===== config.mk =====
export PLATFORM = sky130hd
export DESIGN_NAME = stump_alu_mc_flat
export DESIGN_NICKNAME = d
export VERILOG_FILES = /design/src/rtl/stump_alu_mc_pkg.sv /design/src/rtl/stump_alu_mc_if.sv /design/src/rtl/stump_alu_mul_iter.sv /design/src/rtl/stump_alu_mc.sv /design/src/flat_wrapper.sv
export SDC_FILE = /design/constraint.sdc
export NUM_CORES = 1
export LEC_CHECK = 0
export ABC_AREA = 1
export CORE_MARGIN = 1.5
export CORE_UTILIZATION = 60
export DETAILED_ROUTE_END_ITERATION = 8
export GPL_ROUTABILITY_DRIVEN = 0
export PLACE_DENSITY = 0.81
export SLEW_MARGIN = 0
export SYNTH_ARGS = -nofsm -noshare
export SYNTH_HDL_FRONTEND = slang
export SYNTH_SLANG_ARGS = --single-unit

===== constraint.sdc =====
create_clock -name clk -period 8.6 [get_ports clk]
set_input_delay 2.58 -clock clk [delete_from_list [all_inputs] [get_ports clk]]
set_output_delay 2.58 -clock clk [all_outputs]
set_load 0.05 [all_outputs]

===== src/rtl/stump_alu_mc_pkg.sv =====
// Shared Stump ALU definitions: function codes, flag bit positions and the flag packer.
// Used by the multi-cycle ALU top level and its testbench.
package stump_alu_mc_pkg;

   typedef enum logic [2:0] {
      FN_ADD   = 3'b000,
      FN_ADC   = 3'b001,
      FN_SUB   = 3'b010,
      FN_SBC   = 3'b011,
      FN_AND   = 3'b100,
      FN_OR    = 3'b101,
      FN_MUL   = 3'b110,
      FN_PASSB = 3'b111
   } func_e;

   localparam int FLAG_N = 3;
   localparam int FLAG_Z = 2;
   localparam int FLAG_V = 1;
   localparam int FLAG_C = 0;

   localparam logic [0:0] ST_IDLE = 1'b0;
   localparam logic [0:0] ST_MULB = 1'b1;

   function automatic logic [3:0] pack_flags(input logic n, input logic z,
                                             input logic v, input logic c);
      logic [3:0] f;
      f         = 4'b0000;
      f[FLAG_N] = n;
      f[FLAG_Z] = z;
      f[FLAG_V] = v;
      f[FLAG_C] = c;
      return f;
   endfunction

endpackage


===== src/rtl/stump_alu_mc_if.sv =====
// Request/response bundle between the execute-stage controller (master) and the ALU (slave).
interface stump_alu_mc_if #(
   parameter int WIDTH = 16
);
   logic             in_valid;
   logic             in_ready;
   logic [2:0]       func;
   logic [WIDTH-1:0] operand_A;
   logic [WIDTH-1:0] operand_B;
   logic             c_in;
   logic             csh;
   logic             set_flags;
   logic [WIDTH-1:0] result;
   logic [3:0]       flags_out;
   logic             out_valid;

   modport master (
      output in_valid, func, operand_A, operand_B, c_in, csh, set_flags,
      input  in_ready, result, flags_out, out_valid
   );

   modport slave (
      input  in_valid, func, operand_A, operand_B, c_in, csh, set_flags,
      output in_ready, result, flags_out, out_valid
   );
endinterface


===== src/rtl/stump_alu_mul_iter.sv =====
// Iterative unsigned shift-add multiplier, one partial product per cycle for WIDTH cycles.
// o_done strobes in the last iterating cycle with that cycle's add already folded in; no stall input.
module stump_alu_mul_iter #(
   parameter int WIDTH = 16
) (
   input  logic             clk,
   input  logic             rst,
   input  logic             i_start,
   input  logic [WIDTH-1:0] i_a,
   input  logic [WIDTH-1:0] i_b,
   output logic             o_done,
   output logic [WIDTH-1:0] o_prod_lo,
   output logic             o_prod_hi_nz
);

   localparam int CW = $clog2(WIDTH + 1);

   logic [2*WIDTH-1:0] r_a;
   logic [WIDTH-1:0]   r_b;
   logic [2*WIDTH-1:0] r_acc;
   logic [CW-1:0]      r_cnt;

   logic [2*WIDTH-1:0] w_addend;
   logic [2*WIDTH-1:0] w_acc_next;
   logic               w_running;

   assign w_running  = (r_cnt != '0);
   assign w_addend   = r_b[0] ? r_a : '0;
   assign w_acc_next = r_acc + w_addend;

   always_ff @(posedge clk) begin
      if (rst) begin
         r_a   <= '0;
         r_b   <= '0;
         r_acc <= '0;
         r_cnt <= '0;
      end else if (i_start) begin
         r_a   <= {{WIDTH{1'b0}}, i_a};
         r_b   <= i_b;
         r_acc <= '0;
         r_cnt <= CW'(WIDTH);
      end else if (w_running) begin
         r_acc <= w_acc_next;
         r_a   <= r_a << 1;
         r_b   <= r_b >> 1;
         r_cnt <= r_cnt - CW'(1);
      end
   end

   // Product is taken from the next-accumulator value so the final add is not lost.
   assign o_done       = (r_cnt == CW'(1));
   assign o_prod_lo    = w_acc_next[WIDTH-1:0];
   assign o_prod_hi_nz = (w_acc_next[2*WIDTH-1:WIDTH] != '0);

endmodule


===== src/rtl/stump_alu_mc.sv =====
// Multi-cycle Stump ALU: registered result/flags, valid/ready request, iterative MUL.
// Latency 1 for ADD..PASSB, WIDTH+1 for MUL; in_ready low while a MUL iterates, requests then ignored.
module stump_alu_mc
   import stump_alu_mc_pkg::*;
#(
   parameter int WIDTH = 16
) (
   input  logic              clk,
   input  logic              rst,
   stump_alu_mc_if.slave     bus
);

   logic [0:0]       r_state;
   logic [WIDTH-1:0] r_result;
   logic [3:0]       r_flags;
   logic             r_out_valid;
   logic             r_mul_set_flags;

   func_e            w_func;
   logic             w_accept;
   logic             w_is_mul;
   logic             w_is_arith;
   logic [WIDTH-1:0] w_b_sel;
   logic             w_cin;
   logic [WIDTH:0]   w_sum;
   logic [WIDTH-1:0] w_res;
   logic             w_v;
   logic             w_c;
   logic [3:0]       w_flags;

   logic             w_mul_start;
   logic             w_mul_done;
   logic [WIDTH-1:0] w_mul_lo;
   logic             w_mul_hi_nz;
   logic [3:0]       w_mul_flags;

   assign w_func      = func_e'(bus.func);
   assign bus.in_ready = (r_state == ST_IDLE);
   assign w_accept    = bus.in_valid && bus.in_ready;
   assign w_is_mul    = (w_func == FN_MUL);
   assign w_is_arith  = ~bus.func[2];
   assign w_mul_start = w_accept && w_is_mul;

   always_comb begin
      w_b_sel = bus.operand_B;
      w_cin   = 1'b0;
      case (w_func)
         FN_ADC: w_cin = bus.c_in;
         FN_SUB: begin
            w_b_sel = ~bus.operand_B;
            w_cin   = 1'b1;
         end
         FN_SBC: begin
            w_b_sel = ~bus.operand_B;
            w_cin   = bus.c_in;
         end
         default: ;
      endcase
   end

   assign w_sum = {1'b0, bus.operand_A} + {1'b0, w_b_sel} + {{WIDTH{1'b0}}, w_cin};

   always_comb begin
      w_res = w_sum[WIDTH-1:0];
      case (w_func)
         FN_AND:   w_res = bus.operand_A & bus.operand_B;
         FN_OR:    w_res = bus.operand_A | bus.operand_B;
         FN_PASSB: w_res = bus.operand_B;
         default:  ;
      endcase
   end

   // Overflow is judged on the operand pair actually fed to the adder (B or ~B).
   assign w_v = w_is_arith
              && (bus.operand_A[WIDTH-1] == w_b_sel[WIDTH-1])
              && (w_res[WIDTH-1] != bus.operand_A[WIDTH-1]);
   assign w_c = w_is_arith ? w_sum[WIDTH] : bus.csh;

   assign w_flags     = pack_flags(w_res[WIDTH-1], (w_res == '0), w_v, w_c);
   assign w_mul_flags = pack_flags(w_mul_lo[WIDTH-1], (w_mul_lo == '0), w_mul_hi_nz, 1'b0);

   stump_alu_mul_iter #(
      .WIDTH (WIDTH)
   ) u_mul (
      .clk          (clk),
      .rst          (rst),
      .i_start      (w_mul_start),
      .i_a          (bus.operand_A),
      .i_b          (bus.operand_B),
      .o_done       (w_mul_done),
      .o_prod_lo    (w_mul_lo),
      .o_prod_hi_nz (w_mul_hi_nz)
   );

   always_ff @(posedge clk) begin
      if (rst) begin
         r_state         <= ST_IDLE;
         r_result        <= '0;
         r_flags         <= 4'b0000;
         r_out_valid     <= 1'b0;
         r_mul_set_flags <= 1'b0;
      end else begin
         r_out_valid <= 1'b0;
         case (r_state)
            ST_IDLE: begin
               if (w_accept) begin
                  if (w_is_mul) begin
                     r_state         <= ST_MULB;
                     r_mul_set_flags <= bus.set_flags;
                  end else begin
                     r_result    <= w_res;
                     r_out_valid <= 1'b1;
                     if (bus.set_flags) begin
                        r_flags <= w_flags;
                     end
                  end
               end
            end
            ST_MULB: begin
               if (w_mul_done) begin
                  r_state     <= ST_IDLE;
                  r_result    <= w_mul_lo;
                  r_out_valid <= 1'b1;
                  if (r_mul_set_flags) begin
                     r_flags <= w_mul_flags;
                  end
               end
            end
            default: r_state <= ST_IDLE;
         endcase
      end
   end

   assign bus.result    = r_result;
   assign bus.flags_out = r_flags;
   assign bus.out_valid = r_out_valid;

endmodule


===== src/flat_wrapper.sv =====
// flat-port wrapper written by rule: the top's interface ports become plain ports
module stump_alu_mc_flat import stump_alu_mc_pkg::*;
#(
   parameter int WIDTH = 16
)
  (clk, rst, bus_in_valid, bus_func, bus_operand_A, bus_operand_B, bus_c_in, bus_csh, bus_set_flags, bus_in_ready, bus_result, bus_flags_out, bus_out_valid);
  stump_alu_mc_if #(.WIDTH(WIDTH)) bus_i ();
  input  logic clk;
  input  logic rst;
  input wire logic [$bits(bus_i.in_valid)-1:0] bus_in_valid;
  input wire logic [$bits(bus_i.func)-1:0] bus_func;
  input wire logic [$bits(bus_i.operand_A)-1:0] bus_operand_A;
  input wire logic [$bits(bus_i.operand_B)-1:0] bus_operand_B;
  input wire logic [$bits(bus_i.c_in)-1:0] bus_c_in;
  input wire logic [$bits(bus_i.csh)-1:0] bus_csh;
  input wire logic [$bits(bus_i.set_flags)-1:0] bus_set_flags;
  output wire logic [$bits(bus_i.in_ready)-1:0] bus_in_ready;
  output wire logic [$bits(bus_i.result)-1:0] bus_result;
  output wire logic [$bits(bus_i.flags_out)-1:0] bus_flags_out;
  output wire logic [$bits(bus_i.out_valid)-1:0] bus_out_valid;
  assign bus_i.in_valid = bus_in_valid;
  assign bus_i.func = bus_func;
  assign bus_i.operand_A = bus_operand_A;
  assign bus_i.operand_B = bus_operand_B;
  assign bus_i.c_in = bus_c_in;
  assign bus_i.csh = bus_csh;
  assign bus_i.set_flags = bus_set_flags;
  assign bus_in_ready = bus_i.in_ready;
  assign bus_result = bus_i.result;
  assign bus_flags_out = bus_i.flags_out;
  assign bus_out_valid = bus_i.out_valid;
  stump_alu_mc #(.WIDTH(WIDTH)) u_core (.clk(clk), .rst(rst), .bus(bus_i));
endmodule

Yosys cells after proc, flatten, opt, wreduce, memory -nomap -nowiden. Cells that the tools add are included.

Bits in registers: 108. Input bits: 41. Output and inout bits: 22. Word-level logic and storage cells: 79.

Add/subtract/negate cells: 4. Equal/unequal tests: 15. Multiplexer cells: 29. Bitwise gates (word level): 5. Reduce and logical (&&, ||, !) cells: 15.

Operator list (count): $mux 16 (8); $pmux 16 s3 (1); $add 32x32->32 (1); $logic_not 16->1 (2); $mux 32 (1); $pmux 16 s2 (1); $mux 4 (5); $add 16x16->17 (1); $add 17x1->17 (1); $and 16x16->16 (1); $not 16->16 (1); $or 16x16->16 (1); $reduce_bool 16->1 (1); $eq 3x3->1 const B (4); $mux 5 (2); $ne 2x2->1 const B (5); $pmux 4 s2 (1); $mux 1 (7); $eq 3x2->1 const B (2); $pmux 1 s2 (3); $reduce_and 3->1 (2); $reduce_or 2->1 (3); $eq 5x1->1 const B (1); $reduce_and 5->1 (1); 8 further kinds (12).

Logic depth before layout (Yosys ltp).
Word-level depth: 12. Gate-level depth with buffers: 25. Depth with buffers taken out: 23.

Hierarchy. A second synthesis with hierarchy kept.

Cells, all modules: 1512. Area total of the unflattened synthesis: 9046.2 um^2.

By module, submodules not included: stump_alu_mul_iter (instances 1, cells each 1028, area an instance 6293.5 um^2, seq. area each 1701.6 um^2); stump_alu_mc (instances 1, cells each 484, area an instance 2752.6 um^2, seq. area each 460.4 um^2).

Least setup slack after synthesis. OpenSTA, ideal clock, no wires.

Kind: input to register. Start: in bus_func[2]. End: reg u_core.r_flags[2], in the netlist u_core.bus.flags_out[2]. Data arrival time: 5.031 ns. Required time: 8.536 ns. Path slack: 3.504 ns. Cell stages on the path: 22. Path buffers: 1. Path through: inv_2 > nand2_1 > buf_2 > xor2_1 > fa_1 > inv_1 > fa_1 > inv_1 > nand3_1 > nand2_1 > nand2_1 > nand2_1 > nand4_1 > nand2_1 > or2_0 > nand3_1 > nand2_1 > nor2_1 > nand2_1 > nor2_1 > nor2_1 > nor2_1.

Cells in the longest elaborated chain, start to end: 11. Elaborated cells on any way between the ends: 21. Those cells by class: 2 x add/sub; 8 x eq/ne; 7 x mux; 4 x reduce/logical.

Ends and longest elaborated chain: start: declaration (line flat_wrapper.sv:11) `input wire logic [$bits(bus_i.func)-1:0] bus_func;`; $eq 3x2->1 (line stump_alu_mc.sv:47) `case (w_func)`; $reduce_or 2->1 (no source line); $mux 16; $add 16x16->17 (line stump_alu_mc.sv:61) `assign w_sum = {1'b0, bus.operand_A} + {1'b0, w_b_sel} + {{WIDTH{1'b0}}, w_cin};`; $add 17x1->17 (line stump_alu_mc.sv:61); $pmux 16 s3 (line stump_alu_mc.sv:65) `case (w_func)`; $logic_not 16->1 (line stump_alu_mc.sv:79) `assign w_flags = pack_flags(w_res[WIDTH-1], (w_res == '0), w_v, w_c);`; $mux 4 (line stump_alu_mc.sv:113) `if (bus.set_flags) begin`; $mux 4 (line stump_alu_mc.sv:107) `if (w_is_mul) begin`; $mux 4 (line stump_alu_mc.sv:106) `if (w_accept) begin`; $pmux 4 s2 (line stump_alu_mc.sv:104) `case (r_state)`; end signal: assignment (line stump_alu_mc.sv:114) `r_flags <= w_flags;`; end signal: assignment (line stump_alu_mc.sv:125) `r_flags <= w_mul_flags;`; end: declaration (line stump_alu_mc.sv:15) `logic [3:0] r_flags;`.

Several ways; a longest one is shown, not always the timed one. The select of a mux whose other input is x is not followed. A chain may end at the register's enable or synchronous reset.

Worst setup path after layout.
Start: in bus_func[1]. End: reg u_core.r_flags[2], in the netlist u_core.bus.flags_out[2].

The elaborated chain is that of the path after synthesis.

==> results.rst <==
.. list-table::
   :header-rows: 1

   * - Metric
     - Value
   * - Hold-fix buffer count after cts
     - 0
   * - Antenna cells
     - 0
   * - DP Wirelength
     - between 15 and 20 mm
   * - CTS tree
     - done
   * - Sw frac
     - approximately half
   * - Required time at the endpoint of the critical path
     - between 8 and 9 ns
   * - Max stage delay on crit path
     - between 0.6 and 0.7 ns
   * - Total number of placement rows
     - 43
   * - Die height
     - ~120 microns
   * - Area growth from synthesis to final layout
     - 11.24%
   * - Sequential cell fraction of total power
     - a little under a third
   * - Total GRT Usage
     - ~34%
   * - TritonRoute pass-1 iters
     - 7
   * - Main combinational cell family by area after synthesis
     - simple AND/OR/NAND/NOR gates
   * - Slowest CP cell
     - sky130_fd_sc_hd__clkdlybuf4s50_1
   * - Type of the worst setup path
     - in2reg
   * - Combinational share of power
     - between 50% and 60%
   * - Max-slew headroom at the worst pin
     - a little under a third
   * - Worst Setup Start Kind
     - input port
   * - Net switching power of the design
     - 1.248 mW
   * - Initial antenna violation count
     - 0
   * - Synth cell types
     - 43
   * - Average wire length per cell after detail routing
     - 14.86 microns
   * - Commonest non-fill, non-tap cell in the layout
     - sky130_fd_sc_hd__nand2_1
   * - Synth Area in Adders
     - under 10%
   * - Top fanout value on the critical path
     - 16
   * - Endpoint arrival time on the critical path
     - between 6 and 7 ns
   * - Slew of the pin with the lowest slew margin
     - about 1.0 ns
   * - Combined buffer and inverter count along the critical path
     - 3
   * - Share of async-settable or async-resettable flops after synthesis
     - 0%
   * - Fraction of the mapped netlist area in compound gates
     - about 18%
   * - Sequential cell area
     - ~0.0022 sq mm
   * - Final cycle utilization of the critical path
     - 67.75%
   * - Largest net degree at the start of global routing
     - 62
   * - Latest clock arrival within the worst-skew pair
     - between 0.3 and 0.4 ns
   * - Final Net Count
     - between 1500 and 2000
   * - Worst clock skew
     - between 0.009 and 0.01 ns
   * - Power density relative to cell area
     - roughly 270 mW/mm^2
   * - Number of H-tree branching levels
     - 3
   * - Number of top-level pins
     - between 60 and 70
   * - Clock root buffer
     - sky130_fd_sc_hd__clkbuf_16
   * - Detailed Route WL
     - 24.46 mm
   * - Fillers
     - 1300
   * - Via/cell ratio
     - approximately 5.5
   * - Most used flip-flop cell after synthesis
     - sky130_fd_sc_hd__dfxtp_1
   * - Wire length of the first global-routing pass
     - between 30 and 40 mm
   * - Number of hold violations in the final report
     - 0
   * - Die X
     - between 100 and 150 microns
   * - Clock buffer count from CTS
     - 9
   * - Synth warn
     - 0
   * - Standard cell core area
     - approximately 0.014 sq mm
   * - Starting Density
     - between 60% and 70%
   * - Clock tree buffer depth
     - 2
   * - Number of gates resized after cts
     - 0
   * - Netlist Area Pre-Place
     - between 0.008 and 0.009 sq mm
   * - Synthesized area divided by synthesized cell count
     - ~6 sq um
   * - Buffers added on ports
     - 62
   * - Number of cells in the finished layout apart from fillers
     - roughly 1600
   * - Most frequent cell on the critical path
     - sky130_fd_sc_hd__nand2_1
   * - Static leakage
     - about 5.2 nW
   * - Count of final setup violators
     - 0
   * - Syn Inst Count
     - roughly 1400
   * - Multiplexer share of the synthesized area
     - 0%
   * - Path class of the lowest-slack min-delay path
     - reg2reg
   * - Number of DRC markers in iteration 0
     - ~800
   * - Status
     - complete, no violations
   * - Number of clock sinks
     - 108
   * - Clock Pin Slew Worst Setup and Hold Paths
     - 0.08 ns
   * - Number of setup buffers added after CTS
     - 0
   * - Full die area
     - 0.01499 sq mm
   * - Residual DRC count
     - 0
   * - Number of flops mapped to enable cells by yosys
     - 0
   * - Total congestion overflow after global routing
     - 0
   * - Max Freq
     - 171.6 MHz
   * - Total area of multi-input combinational cells
     - ~0.0052 sq mm
   * - Number of routed nets with antenna violations
     - 0
   * - Post-route setup TNS
     - 0 ns
   * - Clk pwr share
     - roughly 16%
   * - Post-synthesis net count
     - 1521
   * - Number of max-capacitance violations reported
     - 0
   * - Chain of cells forming the critical path
     - clkdlybuf4s50_1 > nand2_1 > xor2_1 > fa_1 > inv_1 > fa_1 > inv_1 > nand3_1 > nand2_1 > nand2_1 > nand2_1 > nand4_1 > nand2_1 > or2_0 > nand3_1 > nand2_1 > nor2_1 > nand2_1 > nor2_1 > nor2_1 > nor2_1
   * - Family with the most delay on the worst path
     - simple AND/OR/NAND/NOR gates
   * - Post-Synth Simple-Gate Area
     - 30.99%
   * - Post-route minimum period
     - a little under 6 ns
   * - Total number of vias
     - 9051
   * - RSZ-0062 raised after global routing
     - false
   * - Kind of end point of the critical path
     - register
   * - Share of layout cells above drive strength 1
     - 3.547%
   * - Final max-slew violation count
     - 0
   * - Vias in the first global route
     - 8227
   * - IR drop worst, VDD
     - 0.3041 mV
   * - Xor/xnor cell area share of the yosys netlist
     - between 3 and 4%
   * - Leading cell types in the layout, fill and taps excluded
     - sky130_fd_sc_hd__nand2_1, sky130_fd_sc_hd__inv_1, sky130_fd_sc_hd__o21ai_0, sky130_fd_sc_hd__nor2_1, sky130_fd_sc_hd__dfxtp_1
   * - Internal cell power
     - roughly 1.3 mW
   * - Inst Count DP
     - 1630
   * - Synth Register Bits
     - about 110
   * - Portion of the post-synthesis area used by sequential elements
     - between 20 and 30%
-- power groups by stage --
stage	Clock [mW]	Sequential, mW	Combinational (mW)
finish	0.404	0.792	1.39
detailed placement	0	0.798	1.36
CTS	0.409	0.789	1.37
global route	0.423	0.811	1.56
floorplan	0	0.807	1.00
global placement	0	0.794	1.34
-- area by class of cell --
class                      count  share of cell area, %
clock inverter                 6                 0.4993
sequential                   108                  22.71
tap                          180                  2.365
timing repair buffer          68                  6.991
multi-input combinational   1005                  54.43
clock buffer                  10                  2.405
inverter                     269                  10.60
-- sequential cells by signal (all words and copies together) (netlist names) --
name and count:
u_core.u_mul.r_a 32, u_core.bus.flags_out 4, u_core.r_state 1, u_core.bus.result 16, u_core.u_mul.r_b 16, u_core.bus.out_valid 1
u_core.u_mul.r_cnt 5, u_core.r_mul_set_flags 1, u_core.u_mul.r_acc 32
-- layer usage --
| layer | share of wire, % | GRT usage [%] |
|---|---|---|
| met5 | 0 | 0 |
| met2 | 44 | 53.63 |
| met4 | 3.9 | 14.61 |
| met3 | 8.4 | 6.134 |
| met1 | 44 | 44.44 |
-- cells in the mapped netlist, types with 6 or more instances --
master	instances	area share (%)
sky130_fd_sc_hd__a211oi_1	10	0.88
sky130_fd_sc_hd__a21oi_1	73	4.3
sky130_fd_sc_hd__a32oi_1	6	0.61
sky130_fd_sc_hd__buf_2	12	0.70
sky130_fd_sc_hd__clkbuf_1	29	1.3
sky130_fd_sc_hd__dfxtp_1	108	25
sky130_fd_sc_hd__ha_1	49	7.2
sky130_fd_sc_hd__inv_1	260	11
sky130_fd_sc_hd__inv_2	8	0.35
sky130_fd_sc_hd__nand2_1	404	18
sky130_fd_sc_hd__nand3_1	70	4.1
sky130_fd_sc_hd__nand4_1	12	0.88
sky130_fd_sc_hd__nor2_1	125	5.5
sky130_fd_sc_hd__nor2_2	9	0.66
sky130_fd_sc_hd__nor3_1	12	0.70
sky130_fd_sc_hd__o211ai_1	28	2.5
sky130_fd_sc_hd__o21ai_0	128	7.5
sky130_fd_sc_hd__xnor2_1	13	1.3
sky130_fd_sc_hd__xor2_1	25	2.6
-- per-stage QoR --
stage	area, sq um	hold slack, ns	worst slack, ns	total power [mW]	util (%)
floorplan	8559	0.4361	3.504	1.809	-
global placement	9245	0.4497	2.558	2.131	66.60
global route	9522	0.4956	2.544	2.793	68.60
finish	9522	0.4630	2.774	2.589	68.60
detailed placement	9245	0.4543	2.481	2.161	66.60
CTS	9522	0.4651	2.844	2.572	68.60
-- path summary, 6_finish.rpt --
path	startpoint	end	slack (ns)	depth (start not counted)
worst max-delay path	bus_func[1]	u_core.bus.flags_out[2]	2.77	21
worst min-delay path	u_core.u_mul.r_b[15]	u_core.u_mul.r_b[15]	0.46	2
worst max register to register	u_core.u_mul.r_b[0]	u_core.bus.flags_out[1]	5.28	22
worst min register to register	u_core.u_mul.r_b[15]	u_core.u_mul.r_b[15]	0.46	2
-- kinds of logic (layout without fill, tap and decap cells) --
family,Yosys count,count (layout)
AO/OA/AOI/OAI,268,268
XOR/XNOR,38,38
adder cells (fa/ha/maj),52,52
buffers and inverters,315,353
flip-flops,108,108
AND/OR/NAND/NOR,647,647
-- tightest hold or removal path, stage by stage (launching register included) --
cell	delay, ns
sky130_fd_sc_hd__dfxtp_1	0.31
sky130_fd_sc_hd__nand2_1	0.06
sky130_fd_sc_hd__a21oi_1	0.05
No activity file was read; power rests on OpenSTA's default activity.
==> RTL change: new RTL, same flow settings <==
`WIDTH` is set to 16 in 4 places; all go to 32.
--- a/src/rtl/stump_alu_mc_if.sv
+++ b/src/rtl/stump_alu_mc_if.sv
@@ -2,3 +2,3 @@
 interface stump_alu_mc_if #(
-   parameter int WIDTH = 16
+   parameter int WIDTH = 32
 );
--- a/src/rtl/stump_alu_mul_iter.sv
+++ b/src/rtl/stump_alu_mul_iter.sv
@@ -3,3 +3,3 @@
 module stump_alu_mul_iter #(
-   parameter int WIDTH = 16
+   parameter int WIDTH = 32
 ) (
--- a/src/rtl/stump_alu_mc.sv
+++ b/src/rtl/stump_alu_mc.sv
@@ -5,3 +5,3 @@
 #(
-   parameter int WIDTH = 16
+   parameter int WIDTH = 32
 ) (
--- a/src/flat_wrapper.sv
+++ b/src/flat_wrapper.sv
@@ -3,3 +3,3 @@
 #(
-   parameter int WIDTH = 16
+   parameter int WIDTH = 32
 )
Ports: changed (resized bus_operand_A, bus_operand_B and bus_result); port bits go from 63 to 111. No check against the original RTL was run, so the function may have changed too.
==> RTL change against the original RTL <==
- final area grew 110%
- via count grew 130%
- area after synthesis grew 110%
- combinational power grew 17%
- worst setup slack lost 0.21 ns
- total power grew 51%
- routed wire length grew to 2.6 times the old value
- sequential cell count grew 97
==> RTL change: results (changes against the original RTL) <==
metric	value	unit	change
worst-margin pin slew	1.070	ns	was 1.039 ns
Signal inverters	587		was 269
clk_lat worst skew	0.55	ns	was 0.36 ns
area occupied by multi-input gates	11340	um^2	was 5182 um^2
Seq area share	20.33	%	was 22.71%
post-DP HPWL	48660	um	was 18790 um
DRT Pass-1 Iters	6		was 7
FILL cells	2824		was 1300
worst hold start	u_core.bus.result[12]$_SDFFE_PP0P_		was u_core.u_mul.r_b[15]$_SDFFE_PP0P_
Max VDD drop	0.2177	mV	was 0.3041 mV
final net count	3442		was 1554
TritonCTS buffer count	25		was 9
P_int	0.002246	W	was 0.001341 W
layout cells sized above 1	2.707	%	was 3.547%
sequential power	0.00117	W	was 0.000792 W
drt initial violations	2407		was 799
PortBufs	110		was 62
# Post-CTS Setup Buffers	0		unchanged
Clock Skew	0.01056	ns	was 0.009247 ns
clock tree buffer depth	3		was 2
CP peak stage delay	0.67	ns	was 0.61 ns
comb_multi_in	2328		was 1005
Avg WL per Cell	16.97	um	was 14.86 um
post-synthesis sequential area ratio	22.79	%	was 25.26%
Non-clock buffers	123		was 68
largest net degree at the start of global routing	101		was 62
top cells by area, synth	nand2_1 (26%), dfxtp_1 (23%), inv_1 (12%), ha_1 (6.7%), nor2_1 (5.1%)		was dfxtp_1 (25%), nand2_1 (18%), inv_1 (11%), o21ai_0 (7.5%), ha_1 (7.2%)
status	complete, no violations		unchanged
vias in the first global route	19260		was 8227
Synth top cells by count	nand2_1 (1226), inv_1 (579), nor2_1 (247), dfxtp_1 (205), nand3_1 (172)		was nand2_1 (404), inv_1 (260), o21ai_0 (128), nor2_1 (125), dfxtp_1 (108)
Non-clock buffer share	5.911	%	was 6.991%
top flop regs	u_core.u_mul.r_a x64, u_core.u_mul.r_acc x64		was u_core.u_mul.r_a x32, u_core.u_mul.r_acc x32
GRT Resource Usage Total	39.68	%	was 33.62%
metal2 WL	26310	um	was 10770 um
Seq Cell Count	205		was 108
wl on met1	24980	um	was 10670 um
Gate power share	41.5	%	was 53.8%
global-route wire length before repair	98620	um	was 39740 um
met3 routed WL	7197	um	was 2060 um
DR top layer	met4		unchanged
Yosys cell types	45		was 43
Clock transition at path regs	0.06	ns	was 0.08 ns
H-tree levels	1		was 3
-- RTL change: cell count changes in the layout (fill, tap and decap cells not counted), sizes merged, moves of 57 or more --
cell / delta
a21oi: +57
nand2: +823
inv: +319
a31oi: +84
nor2: +120
dfxtp: +97
nand3: +101
-- RTL change: cell families (layout without fill, tap and decap cells) --
| family | after synthesis | in the layout | synth area share [%] |
|---|---|---|---|
| compound gates | 414 | 414 | 13.22 |
| simple gates | 1747 | 1747 | 39.26 |
| xor+xnor | 68 | 68 | 3.307 |
| flops | 205 | 205 | 22.79 |
| fa+ha+maj | 99 | 99 | 7.004 |
| buf+inv | 683 | 755 | 14.42 |
-- RTL change: path summary, 6_finish.rpt --
check | to | slack [ns]
setup / recovery | u_core.bus.flags_out[2]$_SDFFE_PP0P_ | 2.56
hold / removal | u_core.bus.result[12]$_SDFFE_PP0P_ | 0.46
setup reg to reg | u_core.bus.flags_out[1]$_SDFFE_PP0P_ | 4.47
hold reg to reg | u_core.bus.result[12]$_SDFFE_PP0P_ | 0.46
-- RTL change: stage by stage --
| stage | hold WS [ns] | total power, W | instances | area (um^2) | setup WS (ns) |
|---|---|---|---|---|---|
| after floorplan | 0.4406 | 0.002329 | 3216 | 18010 | 3.232 |
| after global placement | 0.4406 | 0.002724 | 3633 | 19330 | 2.272 |
| after detailed placement | 0.4531 | 0.002767 | 3633 | 19330 | 2.128 |
| after CTS | 0.4663 | 0.003890 | 3678 | 20190 | 2.681 |
| after global routing | 0.4858 | 0.004135 | 3678 | 20190 | 2.235 |
| final | 0.4588 | 0.003911 | 3678 | 20190 | 2.561 |
-- RTL change: per-layer routing --
metal  global-route usage (%)  vias up
li1                         -    10120
met1                    51.57     9387
met2                    62.20     1175
met3                    7.300      238
met4                    21.37        0
met5                        0        -
